==> config.mk <==
export PLATFORM = sky130hd
export DESIGN_NAME = mw_add_ctrl
export DESIGN_NICKNAME = d
export VERILOG_FILES = /design/src/rtl/mw_add_ctrl_pkg.sv /design/src/rtl/r16_adder.sv /design/src/rtl/mw_add_ctrl.sv
export VERILOG_INCLUDE_DIRS = /design/src /design/src/rtl
export SDC_FILE = /design/constraint.sdc
export NUM_CORES = 1
export LEC_CHECK = 0
export ABC_AREA = 1
export BUFFER_PORTS_ARGS = -buffer_cell sky130_fd_sc_hd__buf_2
export CELL_PAD_IN_SITES_DETAIL_PLACEMENT = 2
export CELL_PAD_IN_SITES_GLOBAL_PLACEMENT = 2
export CORE_MARGIN = 4
export CORE_UTILIZATION = 27
export CTS_CLUSTER_DIAMETER = 40
export CTS_CLUSTER_SIZE = 28
export DETAILED_ROUTE_END_ITERATION = 10
export HOLD_SLACK_MARGIN = 0.15
export PLACE_DENSITY = 0.84
export SLEW_MARGIN = 20
export SYNTH_ARGS = -nofsm -noshare
export SYNTH_HDL_FRONTEND = slang
export SYNTH_SLANG_ARGS = --single-unit
==> constraint.sdc <==
create_clock -name clk -period 4.3 [get_ports clk]
set_input_delay 0.43 -clock clk [delete_from_list [all_inputs] [get_ports clk]]
set_output_delay 0.43 -clock clk [all_outputs]
set_load 0.01 [all_outputs]
==> src/rtl/mw_add_defs.vh <==
`default_nettype none
// ============================================================================
//  File        : mw_add_defs.vh
//  Description : Shared state encodings and slice width for the multi-word
//                adder controller.
//  Revision    : 1.0
// ============================================================================
`ifndef MW_ADD_DEFS_VH
`define MW_ADD_DEFS_VH

`define MW_ST_IDLE 2'd0
`define MW_ST_RUN  2'd1
`define MW_ST_DONE 2'd2
`define MW_WORD_W  16

`endif
`default_nettype wire

==> src/rtl/mw_add_ctrl_pkg.sv <==
`include "mw_add_defs.vh"
`default_nettype none
// ============================================================================
//  Module      : mw_add_ctrl_pkg
//  Description : Types and helpers shared by the multi-word adder controller.
//  Revision    : 1.0
// ============================================================================
package mw_add_ctrl_pkg;

  localparam int WORD_W = `MW_WORD_W;

  typedef enum logic [1:0] {
    ST_IDLE = `MW_ST_IDLE,
    ST_RUN  = `MW_ST_RUN,
    ST_DONE = `MW_ST_DONE
  } state_e;

  // Round-robin pick: on a tie the requester not granted last wins.
  function automatic logic rr_pick(input logic req0, input logic req1,
                                   input logic last);
    if (req0 && req1) return ~last;
    else if (req1)    return 1'b1;
    else              return 1'b0;
  endfunction

endpackage
`default_nettype wire

==> src/rtl/r16_adder.sv <==
`default_nettype none
// ============================================================================
//  Module      : r16_adder
//  Description : 16-bit ripple adder slice with carry-in and carry-out.
//  Revision    : 1.0
// ============================================================================
module r16_adder (
  output logic [15:0] Y,
  output logic        Cout,
  input  logic [15:0] A,
  input  logic [15:0] B,
  input  logic        Cin
);

  assign {Cout, Y} = {1'b0, A} + {1'b0, B} + {16'b0, Cin};

endmodule
`default_nettype wire

==> src/rtl/mw_add_ctrl.sv <==
`default_nettype none
// ============================================================================
//  Module      : mw_add_ctrl
//  Description : Two-requester, round-robin arbitrated multi-word adder that
//                time-shares a single 16-bit slice, LSW first.
//  Revision    : 1.0
// ============================================================================
module mw_add_ctrl
  import mw_add_ctrl_pkg::*;
#(
  parameter int NW = 4
) (
  input  logic               clk,
  input  logic               rst,
  input  logic               req0,
  input  logic               req1,
  input  logic [16*NW-1:0]   a0,
  input  logic [16*NW-1:0]   b0,
  input  logic [16*NW-1:0]   a1,
  input  logic [16*NW-1:0]   b1,
  input  logic               ci0,
  input  logic               ci1,
  output logic               ack0,
  output logic               ack1,
  output logic [16*NW-1:0]   sum,
  output logic               cout,
  output logic               done,
  output logic               done_id,
  output logic               busy
);

  localparam int W  = WORD_W * NW;
  localparam int IW = (NW > 1) ? $clog2(NW) : 1;
  localparam logic [IW-1:0] C_LAST_IDX = IW'(NW - 1);

  state_e            r_state;
  state_e            w_state_nxt;
  logic [IW-1:0]     r_idx;
  logic [W-1:0]      r_a;
  logic [W-1:0]      r_b;
  logic              r_carry;
  logic              r_last;
  logic              r_id;
  logic [W-1:0]      r_sum;
  logic              r_cout;
  logic              r_done;
  logic              r_done_id;
  logic              r_ack0;
  logic              r_ack1;

  logic              w_grant;
  logic              w_win;
  logic [WORD_W-1:0] w_op_a;
  logic [WORD_W-1:0] w_op_b;
  logic [WORD_W-1:0] w_slice_y;
  logic              w_slice_co;

  // State register.
  always_ff @(posedge clk) begin
    if (rst) r_state <= ST_IDLE;
    else     r_state <= w_state_nxt;
  end

  // Next-state decode and grant decision.
  always_comb begin
    w_state_nxt = r_state;
    w_grant     = 1'b0;
    w_win       = rr_pick(req0, req1, r_last);
    case (r_state)
      ST_IDLE: begin
        if (req0 || req1) begin
          w_grant     = 1'b1;
          w_state_nxt = ST_RUN;
        end
      end
      ST_RUN:  if (r_idx == C_LAST_IDX) w_state_nxt = ST_DONE;
      ST_DONE: w_state_nxt = ST_IDLE;
      default: w_state_nxt = ST_IDLE;
    endcase
  end

  // Select the operand word addressed by the current word index.
  always_comb begin
    w_op_a = '0;
    w_op_b = '0;
    for (int k = 0; k < NW; k++) begin
      if (r_idx == IW'(k)) begin
        w_op_a = r_a[k*WORD_W +: WORD_W];
        w_op_b = r_b[k*WORD_W +: WORD_W];
      end
    end
  end

  r16_adder u_slice (
    .Y    (w_slice_y),
    .Cout (w_slice_co),
    .A    (w_op_a),
    .B    (w_op_b),
    .Cin  (r_carry)
  );

  // Operand capture, word-serial accumulation and result/handshake pulses.
  always_ff @(posedge clk) begin
    if (rst) begin
      r_idx     <= '0;
      r_a       <= '0;
      r_b       <= '0;
      r_carry   <= 1'b0;
      r_last    <= 1'b1;
      r_id      <= 1'b0;
      r_sum     <= '0;
      r_cout    <= 1'b0;
      r_done    <= 1'b0;
      r_done_id <= 1'b0;
      r_ack0    <= 1'b0;
      r_ack1    <= 1'b0;
    end else begin
      r_ack0 <= 1'b0;
      r_ack1 <= 1'b0;
      r_done <= 1'b0;
      if (w_grant) begin
        r_a     <= w_win ? a1  : a0;
        r_b     <= w_win ? b1  : b0;
        r_carry <= w_win ? ci1 : ci0;
        r_idx   <= '0;
        r_id    <= w_win;
        r_last  <= w_win;
        r_ack0  <= ~w_win;
        r_ack1  <= w_win;
      end
      if (r_state == ST_RUN) begin
        for (int k = 0; k < NW; k++) begin
          if (r_idx == IW'(k)) r_sum[k*WORD_W +: WORD_W] <= w_slice_y;
        end
        r_carry <= w_slice_co;
        r_cout  <= w_slice_co;
        r_idx   <= r_idx + 1'b1;
      end
      if (r_state == ST_DONE) begin
        r_done    <= 1'b1;
        r_done_id <= r_id;
      end
    end
  end

  assign ack0    = r_ack0;
  assign ack1    = r_ack1;
  assign sum     = r_sum;
  assign cout    = r_cout;
  assign done    = r_done;
  assign done_id = r_done_id;
  assign busy    = (r_state == ST_RUN) || (r_state == ST_DONE);

endmodule
`default_nettype wire

==> report_table.html, run 1 <==
<table>
<tr><th>Metric</th><th>Value</th></tr>
<tr><th colspan="2">Route</th></tr>
<tr><td>Drt first pass iters</td><td>5</td></tr>
<tr><td>Average wire per cell in the routed design</td><td>21.3 um</td></tr>
<tr><td>Number of vias in the routed layout</td><td>12100</td></tr>
<tr><td>Remaining routing DRC violations</td><td>0</td></tr>
<tr><td>1st-iter DRT viols</td><td>564</td></tr>
<tr><td>Sum of routed wire length over all layers</td><td>50400 um</td></tr>
<tr><td>Post-route antenna net violation count</td><td>0</td></tr>
<tr><td>Vias per Instance</td><td>5.09</td></tr>
<tr><th colspan="2">GRT</th></tr>
<tr><td>Pin count of the biggest net entering global routing</td><td>120</td></tr>
<tr><td>Overall fraction of global-route tracks in use</td><td>23.6%</td></tr>
<tr><td>Antenna violations before repair</td><td>0</td></tr>
<tr><td>Grt ovf</td><td>0</td></tr>
<tr><td>Wire length of the first global-routing pass</td><td>77500 um</td></tr>
<tr><td>Number of global-route vias before repair</td><td>13300</td></tr>
<tr><th colspan="2">Synthesis</th></tr>
<tr><td>Syn Area/Cell</td><td>6.69 um2</td></tr>
<tr><td>Post-synth top area cell</td><td>sky130_fd_sc_hd__dfxtp_1</td></tr>
<tr><td>Multiplexer share of the synthesized area</td><td>0%</td></tr>
<tr><td>Cell types occupying the most area after synthesis</td><td>sky130_fd_sc_hd__dfxtp_1 (40%), sky130_fd_sc_hd__nand2_1 (16%), sky130_fd_sc_hd__o21ai_0 (8.8%)</td></tr>
<tr><td>Count of yosys warnings during synthesis</td><td>0</td></tr>
<tr><td>Mapped Area</td><td>10300 um2</td></tr>
<tr><td>Top flip-flop cell by instance count after synthesis</td><td>sky130_fd_sc_hd__dfxtp_1</td></tr>
<tr><td>Post-synth ARST share</td><td>0%</td></tr>
<tr><td>Adder-cell area share of the yosys netlist</td><td>3.06%</td></tr>
<tr><td>Portion of synthesized cell area occupied by the leading cell type</td><td>39.7%</td></tr>
<tr><td>Unique cell type count in the Yosys netlist</td><td>30</td></tr>
<tr><td>Number of flops mapped to enable cells by yosys</td><td>0</td></tr>
<tr><td>Combinational family with the most area after synthesis</td><td>simple AND/OR/NAND/NOR gates</td></tr>
<tr><td>Syn Inst Count</td><td>1538</td></tr>
<tr><td>Post-synthesis sequential area ratio</td><td>39.7%</td></tr>
<tr><td>Post-Synth Simple-Gate Area</td><td>25.3%</td></tr>
<tr><td>Parity-gate share of the synthesized area counting xor and xnor cells</td><td>0.511%</td></tr>
<tr><td>Compound-cell area share of the yosys netlist</td><td>22.0%</td></tr>
<tr><td>Nets in the synthesized netlist</td><td>1824</td></tr>
<tr><td>#FFs+latches synth</td><td>204</td></tr>
<tr><th colspan="2">Setup path</th></tr>
<tr><td>Reg-to-reg startpoint</td><td>r_idx[0]$_SDFFE_PP0P_</td></tr>
<tr><td>Worst reg-to-reg setup slack</td><td>0.32 ns</td></tr>
<tr><td>Capture point of the worst reg-to-reg path</td><td>sum[63]$_SDFFE_PP0P_</td></tr>
<tr><td>Startpoint-to-endpoint class of the critical path</td><td>register to register</td></tr>
<tr><td>Largest stage delay, worst path</td><td>0.67 ns</td></tr>
<tr><td>Data required time of the critical path</td><td>4.70 ns</td></tr>
<tr><td>Startpoint types</td><td>register</td></tr>
<tr><td>Critical-path maximum fanout</td><td>46</td></tr>
<tr><td>Crit path cell chain</td><td>inv_1 &gt; ha_1 &gt; inv_2 &gt; nand3_1 &gt; o21ai_0 &gt; a21oi_1 &gt; ha_1 &gt; nand2_1 &gt; inv_1 &gt; nand2_1 &gt; nand2_1 &gt; a21oi_1 &gt; nand2_1 &gt; nand2_1 &gt; nand3_1 &gt; nand2_1 &gt; inv_1</td></tr>
<tr><td>Critical path's slowest cell</td><td>sky130_fd_sc_hd__ha_1</td></tr>
<tr><td>Most frequent cell on the critical path</td><td>sky130_fd_sc_hd__nand2_1</td></tr>
<tr><td>Worst Path Buf+Inv</td><td>4</td></tr>
<tr><td>Kind of end point of the critical path</td><td>register</td></tr>
<tr><td>Crit path arrival time</td><td>4.38 ns</td></tr>
<tr><td>R2R depth</td><td>17</td></tr>
<tr><td>Top delay family on crit path</td><td>adder cells</td></tr>
<tr><th colspan="2">STA</th></tr>
<tr><td>Final clock skew</td><td>0.0177 ns</td></tr>
<tr><td>Final Hold Violating Endpoints</td><td>0</td></tr>
<tr><td>Max Clk Rate</td><td>251 MHz</td></tr>
<tr><td>Total negative slack for setup checks</td><td>0 ns</td></tr>
<tr><td>Final period demand of the worst path</td><td>3.98 ns</td></tr>
<tr><td>Max-slew headroom at the worst pin</td><td>35.1%</td></tr>
<tr><td>Final Setup Violations</td><td>0</td></tr>
<tr><td>Share of the clock period used by the worst path</td><td>92.6%</td></tr>
<tr><td>Hold WS</td><td>0.176 ns</td></tr>
<tr><td>RSZ-0062 raised after global routing</td><td>false</td></tr>
<tr><td>Number of pins with negative max-slew slack in the final report</td><td>0</td></tr>
<tr><td>Actual slew at the worst max-slew pin</td><td>0.971 ns</td></tr>
<tr><th colspan="2">Finish</th></tr>
<tr><td>Synthesis-to-finish area growth</td><td>34.4%</td></tr>
<tr><td>Layout Cell Area excl Fill</td><td>13800 um2</td></tr>
<tr><td>Highest-count cells in the layout ignoring fill and taps</td><td>sky130_fd_sc_hd__nand2_1 (433), sky130_fd_sc_hd__buf_2 (331), sky130_fd_sc_hd__dfxtp_1 (204)</td></tr>
<tr><td>Layout filler cell count</td><td>4531</td></tr>
<tr><td>Area of all sequential standard cells</td><td>4080 um2</td></tr>
<tr><td># nets final</td><td>2110</td></tr>
<tr><td>Commonest non-fill, non-tap cell in the layout</td><td>sky130_fd_sc_hd__nand2_1</td></tr>
<tr><td>Fraction of final layout cells with drive strength greater than 1</td><td>23.4%</td></tr>
<tr><td>Ant diodes</td><td>0</td></tr>
<tr><td>Core Util, Final</td><td>36.7%</td></tr>
<tr><td>Multi-input gate area in the final layout</td><td>5240 um2</td></tr>
<tr><th colspan="2">Min path</th></tr>
<tr><td>WHS Path Cells</td><td>3</td></tr>
<tr><td>Hold Crit Class</td><td>input pin to register</td></tr>
<tr><td>Hold path startpoint</td><td>a0[28]</td></tr>
<tr><td>End point of the worst hold path</td><td>r_a[28]$_SDFFE_PP0P_</td></tr>
<tr><th colspan="2">Clocking</th></tr>
<tr><td>Hold-fix buffers, CTS</td><td>0</td></tr>
<tr><td>Clock tree from TritonCTS</td><td>done</td></tr>
<tr><td>Inserted Clock Buffers</td><td>42</td></tr>
<tr><td>Number of gates resized after CTS</td><td>0</td></tr>
<tr><td>Clock latency on the worst-skew pair</td><td>0.52 ns</td></tr>
<tr><td>Number of sinks on the clock net</td><td>204</td></tr>
<tr><td>Number of post-CTS setup repair buffers</td><td>0</td></tr>
<tr><td>Clock root buffer master</td><td>sky130_fd_sc_hd__clkbuf_16</td></tr>
<tr><td>Worst-path clk slew</td><td>0.06 ns</td></tr>
<tr><td>CTS H-tree depth</td><td>2</td></tr>
<tr><td>Clock Tree Buf Depth</td><td>3</td></tr>
<tr><th colspan="2">Power</th></tr>
<tr><td>Switching Power</td><td>0.00479 W</td></tr>
<tr><td>Part of the total power dissipated in the clock network</td><td>31.6%</td></tr>
<tr><td>Leakage</td><td>6.89 nW</td></tr>
<tr><td>VDD IR max</td><td>269 uV</td></tr>
<tr><td>Internal Pwr Total</td><td>0.00619 W</td></tr>
<tr><td>Share of power burned in registers</td><td>27.1%</td></tr>
<tr><td>Overall Power</td><td>0.0110 W</td></tr>
<tr><td>Logic gate share of total power</td><td>41.2%</td></tr>
<tr><td>Switching part of the total</td><td>43.6%</td></tr>
<tr><td>Power per unit of standard cell area</td><td>794 nW/um2</td></tr>
<tr><th colspan="2">Placement</th></tr>
<tr><td>Routability congestion estimate</td><td>0.813</td></tr>
<tr><td>Number of input and output port buffers inserted</td><td>331</td></tr>
<tr><td>Placement Cell Area</td><td>12300 um2</td></tr>
<tr><td>Post-detailed-placement half-perimeter wirelength</td><td>36900 um</td></tr>
<tr><th colspan="2">Die</th></tr>
<tr><td>Placeable core region</td><td>37700 um2</td></tr>
<tr><td>Boundary pin count</td><td>332</td></tr>
<tr><td>Initial standard-cell utilization of the core</td><td>27.3%</td></tr>
<tr><td>Width of the die</td><td>203 um</td></tr>
<tr><td>Number of placement rows</td><td>71</td></tr>
<tr><td>Vert. Die Dim</td><td>203 um</td></tr>
<tr><td>Die area</td><td>41300 um2</td></tr>
<tr><th colspan="2">Run status</th></tr>
<tr><td>Result of the run</td><td>finished, final reports clean</td></tr>
<tr><th colspan="2">Run</th></tr>
<tr><td>Max-cap violations</td><td>0</td></tr>
</table>
## worst register-to-register path: stages, from the launching register on
cell                      delay, ns
sky130_fd_sc_hd__dfxtp_1       0.35
sky130_fd_sc_hd__inv_1         0.11
sky130_fd_sc_hd__ha_1          0.67
sky130_fd_sc_hd__inv_2         0.53
sky130_fd_sc_hd__nand3_1       0.28
sky130_fd_sc_hd__o21ai_0       0.11
sky130_fd_sc_hd__a21oi_1       0.35
sky130_fd_sc_hd__ha_1          0.38
sky130_fd_sc_hd__nand2_1       0.15
sky130_fd_sc_hd__inv_1         0.05
sky130_fd_sc_hd__nand2_1       0.06
sky130_fd_sc_hd__nand2_1       0.05
sky130_fd_sc_hd__a21oi_1       0.25
sky130_fd_sc_hd__nand2_1       0.11
sky130_fd_sc_hd__nand2_1       0.15
sky130_fd_sc_hd__nand3_1       0.10
sky130_fd_sc_hd__nand2_1       0.11
sky130_fd_sc_hd__inv_1         0.07
## metrics by stage
stage               worst slack [ns]  std cells
floorplan                       1.17       1538
global placement               0.700       2291
detailed placement             0.520       2291
CTS                            0.358       2369
global route                  0.0254       2369
finish                         0.317       2369
## sequential cells by signal, indices dropped and copies added (netlist names)
register,cells
cout,1
r_state,2
r_carry,1
ack1,1
r_last,1
sum,64
ack0,1
r_idx,2
r_id,1
r_a,64
r_b,64
done,1
done_id,1
## Yosys cell counts (11+ instances only)
cell type	count
sky130_fd_sc_hd__nand2_1	433
sky130_fd_sc_hd__dfxtp_1	204
sky130_fd_sc_hd__o21ai_0	182
sky130_fd_sc_hd__nor2_1	133
sky130_fd_sc_hd__a31oi_1	128
sky130_fd_sc_hd__inv_1	116
sky130_fd_sc_hd__nand3_1	86
sky130_fd_sc_hd__a21oi_1	66
sky130_fd_sc_hd__buf_2	64
sky130_fd_sc_hd__clkbuf_1	42
sky130_fd_sc_hd__ha_1	22
sky130_fd_sc_hd__o211ai_1	11
## how the worst max path moves through the flow
stage                                from                    to  depth (start not counted)
finish              r_idx[0]$_SDFFE_PP0P_  sum[63]$_SDFFE_PP0P_                         17
detailed placement  r_idx[0]$_SDFFE_PP0P_  sum[39]$_SDFFE_PP0P_                         14
floorplan           r_idx[1]$_SDFFE_PP0P_  sum[24]$_SDFFE_PP0P_                         18
global placement    r_idx[0]$_SDFFE_PP0P_   sum[8]$_SDFFE_PP0P_                         15
global route        r_idx[0]$_SDFFE_PP0P_  sum[63]$_SDFFE_PP0P_                         17
CTS                 r_idx[0]$_SDFFE_PP0P_  sum[63]$_SDFFE_PP0P_                         17
## logic make-up after synthesis
kind of cell,count (synthesis)
simple gates,661
compound gates,407
buf+inv,236
flops,204
fa+ha+maj,24
xor+xnor,6
## layer usage
layer,vias up,GRT usage [%],wire length [um]
met5,-,0,0
met2,341,42.1,25200
met3,65,3.36,2350
met4,0,5.35,1010
met1,5967,30.2,21800
li1,5681,-,-
## power groups by stage
| stage | Sequential (W) | Clock [W] | Combinational [W] |
|---|---|---|---|
| finish | 0.00298 | 0.00347 | 0.00453 |
| CTS | 0.00298 | 0.00353 | 0.00454 |
| global placement | 0.00299 | 0 | 0.00423 |
| floorplan | 0.00277 | 0 | 0.00281 |
| global route | 0.00302 | 0.00363 | 0.00505 |
| detailed placement | 0.00300 | 0 | 0.00443 |
## cell type report
class	count	area share, %
multi-input combinational	1098	37.9
sequential	204	29.5
tap	511	4.62
clock inverter	24	2.13
clock buffer	54	8.82
inverter	126	3.45
timing repair buffer	352	13.6
Power figures use the tool's default switching activity.
==> inputs of run 2 (changes only) <==
--- a/config.mk
+++ b/config.mk
@@ -7,16 +7,16 @@
 export NUM_CORES = 1
 export LEC_CHECK = 0
 export ABC_AREA = 1
-export BUFFER_PORTS_ARGS = -buffer_cell sky130_fd_sc_hd__buf_2
 export CELL_PAD_IN_SITES_DETAIL_PLACEMENT = 2
 export CELL_PAD_IN_SITES_GLOBAL_PLACEMENT = 2
 export CORE_MARGIN = 4
-export CORE_UTILIZATION = 27
+export CORE_UTILIZATION = 33
 export CTS_CLUSTER_DIAMETER = 40
 export CTS_CLUSTER_SIZE = 28
 export DETAILED_ROUTE_END_ITERATION = 10
+export DONT_BUFFER_PORTS = 1
 export HOLD_SLACK_MARGIN = 0.15
-export PLACE_DENSITY = 0.84
+export PLACE_DENSITY = 0.82
 export SLEW_MARGIN = 20
 export SYNTH_ARGS = -nofsm -noshare
 export SYNTH_HDL_FRONTEND = slang
==> report_table.html, run 2 (synthesized netlist as in run 1, its figures left out) <==
<table>
<tr><th>Metric</th><th>Value</th></tr>
<tr><th colspan="2">Run status</th></tr>
<tr><td>Result of the run</td><td>finished, final reports clean</td></tr>
<tr><th colspan="2">GRT</th></tr>
<tr><td>Grt ovf</td><td>0 (unchanged)</td></tr>
<tr><td>Pin count of the biggest net entering global routing</td><td>111 (-7.5%)</td></tr>
<tr><td>Wire length of the first global-routing pass</td><td>84400 um (+8.9%)</td></tr>
<tr><td>Number of global-route vias before repair</td><td>13800 (+4.1%)</td></tr>
<tr><td>Overall fraction of global-route tracks in use</td><td>32.1% (+8.5 points)</td></tr>
<tr><td>Antenna violations before repair</td><td>7 (+7)</td></tr>
<tr><th colspan="2">Clocking</th></tr>
<tr><td>Worst-path clk slew</td><td>0.05 ns (about the same)</td></tr>
<tr><td>Clock root buffer master</td><td>sky130_fd_sc_hd__clkbuf_16</td></tr>
<tr><td>Number of post-CTS setup repair buffers</td><td>0 (unchanged)</td></tr>
<tr><td>Hold-fix buffers, CTS</td><td>254 (+254)</td></tr>
<tr><td>Inserted Clock Buffers</td><td>38 (-9.5%)</td></tr>
<tr><td>Number of gates resized after CTS</td><td>0 (unchanged)</td></tr>
<tr><td>Clock tree from TritonCTS</td><td>done</td></tr>
<tr><td>Number of sinks on the clock net</td><td>204 (unchanged)</td></tr>
<tr><td>Clock latency on the worst-skew pair</td><td>0.52 ns (about the same)</td></tr>
<tr><td>CTS H-tree depth</td><td>2 (unchanged)</td></tr>
<tr><td>Clock Tree Buf Depth</td><td>3 (unchanged)</td></tr>
<tr><th colspan="2">Run</th></tr>
<tr><td>Max-cap violations</td><td>0 (unchanged)</td></tr>
<tr><th colspan="2">Finish</th></tr>
<tr><td># nets final</td><td>2026 (-4.0%)</td></tr>
<tr><td>Core Util, Final</td><td>46.9% (+10 points)</td></tr>
<tr><td>Commonest non-fill, non-tap cell in the layout</td><td>sky130_fd_sc_hd__nand2_1</td></tr>
<tr><td>Fraction of final layout cells with drive strength greater than 1</td><td>5.15% (-18 points)</td></tr>
<tr><td>Area of all sequential standard cells</td><td>4080 um2 (unchanged)</td></tr>
<tr><td>Layout filler cell count</td><td>3441 (-24%)</td></tr>
<tr><td>Synthesis-to-finish area growth</td><td>39.8%</td></tr>
<tr><td>Multi-input gate area in the final layout</td><td>5240 um2 (unchanged)</td></tr>
<tr><td>Highest-count cells in the layout ignoring fill and taps</td><td>sky130_fd_sc_hd__nand2_1 (433), sky130_fd_sc_hd__dlygate4sd3_1 (253), sky130_fd_sc_hd__dfxtp_1 (204)</td></tr>
<tr><th colspan="2">Power</th></tr>
<tr><td>Logic gate share of total power</td><td>44.8% (+3.6 points)</td></tr>
<tr><td>Switching part of the total</td><td>44.4% (+0.79 points)</td></tr>
<tr><td>VDD IR max</td><td>342 uV (+27%)</td></tr>
<tr><td>Internal Pwr Total</td><td>0.00635 W (+2.7%)</td></tr>
<tr><td>Power per unit of standard cell area</td><td>795 nW/um2 (+0.14%)</td></tr>
<tr><td>Leakage</td><td>6.63 nW (-3.7%)</td></tr>
<tr><td>Switching Power</td><td>0.00508 W (+6.0%)</td></tr>
<tr><td>Part of the total power dissipated in the clock network</td><td>28.0% (-3.6 points)</td></tr>
<tr><td>Share of power burned in registers</td><td>27.2% (about the same)</td></tr>
<tr><th colspan="2">Placement</th></tr>
<tr><td>Number of input and output port buffers inserted</td><td>0 (-100%)</td></tr>
<tr><td>Post-detailed-placement half-perimeter wirelength</td><td>31700 um (-14%)</td></tr>
<tr><td>Routability congestion estimate</td><td>0.867 (+6.6%)</td></tr>
<tr><th colspan="2">STA</th></tr>
<tr><td>Share of the clock period used by the worst path</td><td>85.3% (-7.3 points)</td></tr>
<tr><td>Total negative slack for setup checks</td><td>0 ns (unchanged)</td></tr>
<tr><td>Number of pins with negative max-slew slack in the final report</td><td>0 (unchanged)</td></tr>
<tr><td>RSZ-0062 raised after global routing</td><td>false</td></tr>
<tr><td>Hold WS</td><td>0.163 ns (-0.0137 ns)</td></tr>
<tr><td>Max Clk Rate</td><td>272 MHz (+8.5%)</td></tr>
<tr><td>Final clock skew</td><td>0.0200 ns (+0.00226 ns)</td></tr>
<tr><td>Max-slew headroom at the worst pin</td><td>28.0% (-7.1 points)</td></tr>
<tr><td>Actual slew at the worst max-slew pin</td><td>1.08 ns (+0.108 ns)</td></tr>
<tr><td>Final Hold Violating Endpoints</td><td>0 (unchanged)</td></tr>
<tr><td>Final Setup Violations</td><td>0 (unchanged)</td></tr>
<tr><td>Final period demand of the worst path</td><td>3.67 ns (-0.313 ns)</td></tr>
<tr><th colspan="2">Setup path</th></tr>
<tr><td>Startpoint types</td><td>register</td></tr>
<tr><td>Crit path arrival time</td><td>4.08 ns (-0.30 ns)</td></tr>
<tr><td>Data required time of the critical path</td><td>4.71 ns (about the same)</td></tr>
<tr><td>Kind of end point of the critical path</td><td>register</td></tr>
<tr><td>Startpoint-to-endpoint class of the critical path</td><td>register to register</td></tr>
<tr><td>Critical-path maximum fanout</td><td>23 (-50%)</td></tr>
<tr><th colspan="2">Die</th></tr>
<tr><td>Number of placement rows</td><td>64 (-9.9%)</td></tr>
<tr><td>Boundary pin count</td><td>332 (unchanged)</td></tr>
<tr><td>Placeable core region</td><td>30700 um2 (-19%)</td></tr>
<tr><td>Vert. Die Dim</td><td>185 um (-9.2%)</td></tr>
<tr><td>Die area</td><td>34100 um2 (-18%)</td></tr>
<tr><td>Width of the die</td><td>185 um (-9.2%)</td></tr>
<tr><td>Initial standard-cell utilization of the core</td><td>33.6% (+6.2 points)</td></tr>
<tr><th colspan="2">Route</th></tr>
<tr><td>Sum of routed wire length over all layers</td><td>56400 um (+12%)</td></tr>
<tr><td>Remaining routing DRC violations</td><td>0 (unchanged)</td></tr>
<tr><td>Vias per Instance</td><td>5.59 (+9.9%)</td></tr>
<tr><td>Drt first pass iters</td><td>5 (unchanged)</td></tr>
<tr><td>Number of vias in the routed layout</td><td>12100 (+0.67%)</td></tr>
<tr><td>1st-iter DRT viols</td><td>788 (+40%)</td></tr>
<tr><td>Average wire per cell in the routed design</td><td>26.0 um (+22%)</td></tr>
<tr><td>Post-route antenna net violation count</td><td>0 (unchanged)</td></tr>
<tr><th colspan="2">Min path</th></tr>
<tr><td>Hold Crit Class</td><td>input pin to register</td></tr>
</table>
==> run 2: cell count changes in the layout (fill, tap and decap cells not counted), sizes merged <==
cell and delta:
inv -1, clkbuf -5, buf -333, clkinv -4, dlygate4sd3 +253, diode +6
==> run 2: area by class of cell <==
cell class              count  area share, %
multi-input cells        1098           36.4
diodes                      6          0.104
clock buffers              49           7.46
inverters                 126           3.32
repair buffers            272           19.0
flip-flops and latches    204           28.4
well taps                 396           3.44
clock inverters            19           1.79
==> run 2: power groups by stage <==
stage	clock network, W	logic, W	registers (W)
global placement	0	0.00388	0.00305
floorplan	0	0.00281	0.00277
global route	0.00332	0.00559	0.00314
CTS	0.00318	0.00480	0.00303
finish	0.00321	0.00512	0.00311
detailed placement	0	0.00403	0.00306
==> run 2: final timing paths <==
path              cells past startpoint                    to  slack, ns             startpoint
setup / recovery                     17  sum[12]$_SDFFE_PP0P_       0.63  r_idx[1]$_SDFFE_PP0P_
hold / removal                        2  r_b[57]$_SDFFE_PP0P_       0.16                 b1[57]
setup reg to reg                     17  sum[12]$_SDFFE_PP0P_       0.63  r_idx[1]$_SDFFE_PP0P_
hold reg to reg                       2     r_id$_SDFFE_PP0P_       0.47      r_id$_SDFFE_PP0P_
==> run 2: worst max-delay path: stages, from the launching register on <==
cell	delay (ns)
sky130_fd_sc_hd__dfxtp_1	0.39
sky130_fd_sc_hd__inv_1	0.08
sky130_fd_sc_hd__ha_1	0.20
sky130_fd_sc_hd__inv_1	0.09
sky130_fd_sc_hd__buf_4	0.28
sky130_fd_sc_hd__nor2_1	0.09
sky130_fd_sc_hd__o31ai_1	0.37
sky130_fd_sc_hd__o21ai_0	0.20
sky130_fd_sc_hd__fa_1	0.45
sky130_fd_sc_hd__fa_1	0.48
sky130_fd_sc_hd__inv_1	0.10
sky130_fd_sc_hd__nand3_1	0.07
sky130_fd_sc_hd__nand3_1	0.15
sky130_fd_sc_hd__nand3_1	0.13
sky130_fd_sc_hd__nand4_1	0.20
sky130_fd_sc_hd__nand3_1	0.14
sky130_fd_sc_hd__nand2_1	0.10
sky130_fd_sc_hd__inv_1	0.04
==> run 2: per-layer routing <==
layer  part of all wire, %  up-vias  global-route usage, %
li1                      -     5506                      -
met5                 0.023        -                      0
met1                    39     5976                   36.1
met4                   5.1        2                   16.0
met2                    50      485                   56.8
met3                   6.8      166                   7.30
==> run 2: metrics by stage <==
| stage | cells | worst slack, ns | power (W) | cell area (um2) |
|---|---|---|---|---|
| global placement | 1841 | 0.872 | 0.00693 | 10500 |
| finish | 2170 | 0.630 | 0.0114 | 14400 |
| CTS | 2163 | 0.685 | 0.0110 | 14300 |
| floorplan | 1538 | 1.17 | 0.00558 | 10300 |
| detailed placement | 1841 | 0.745 | 0.00709 | 10500 |
| global route | 2170 | 0.293 | 0.0121 | 14400 |
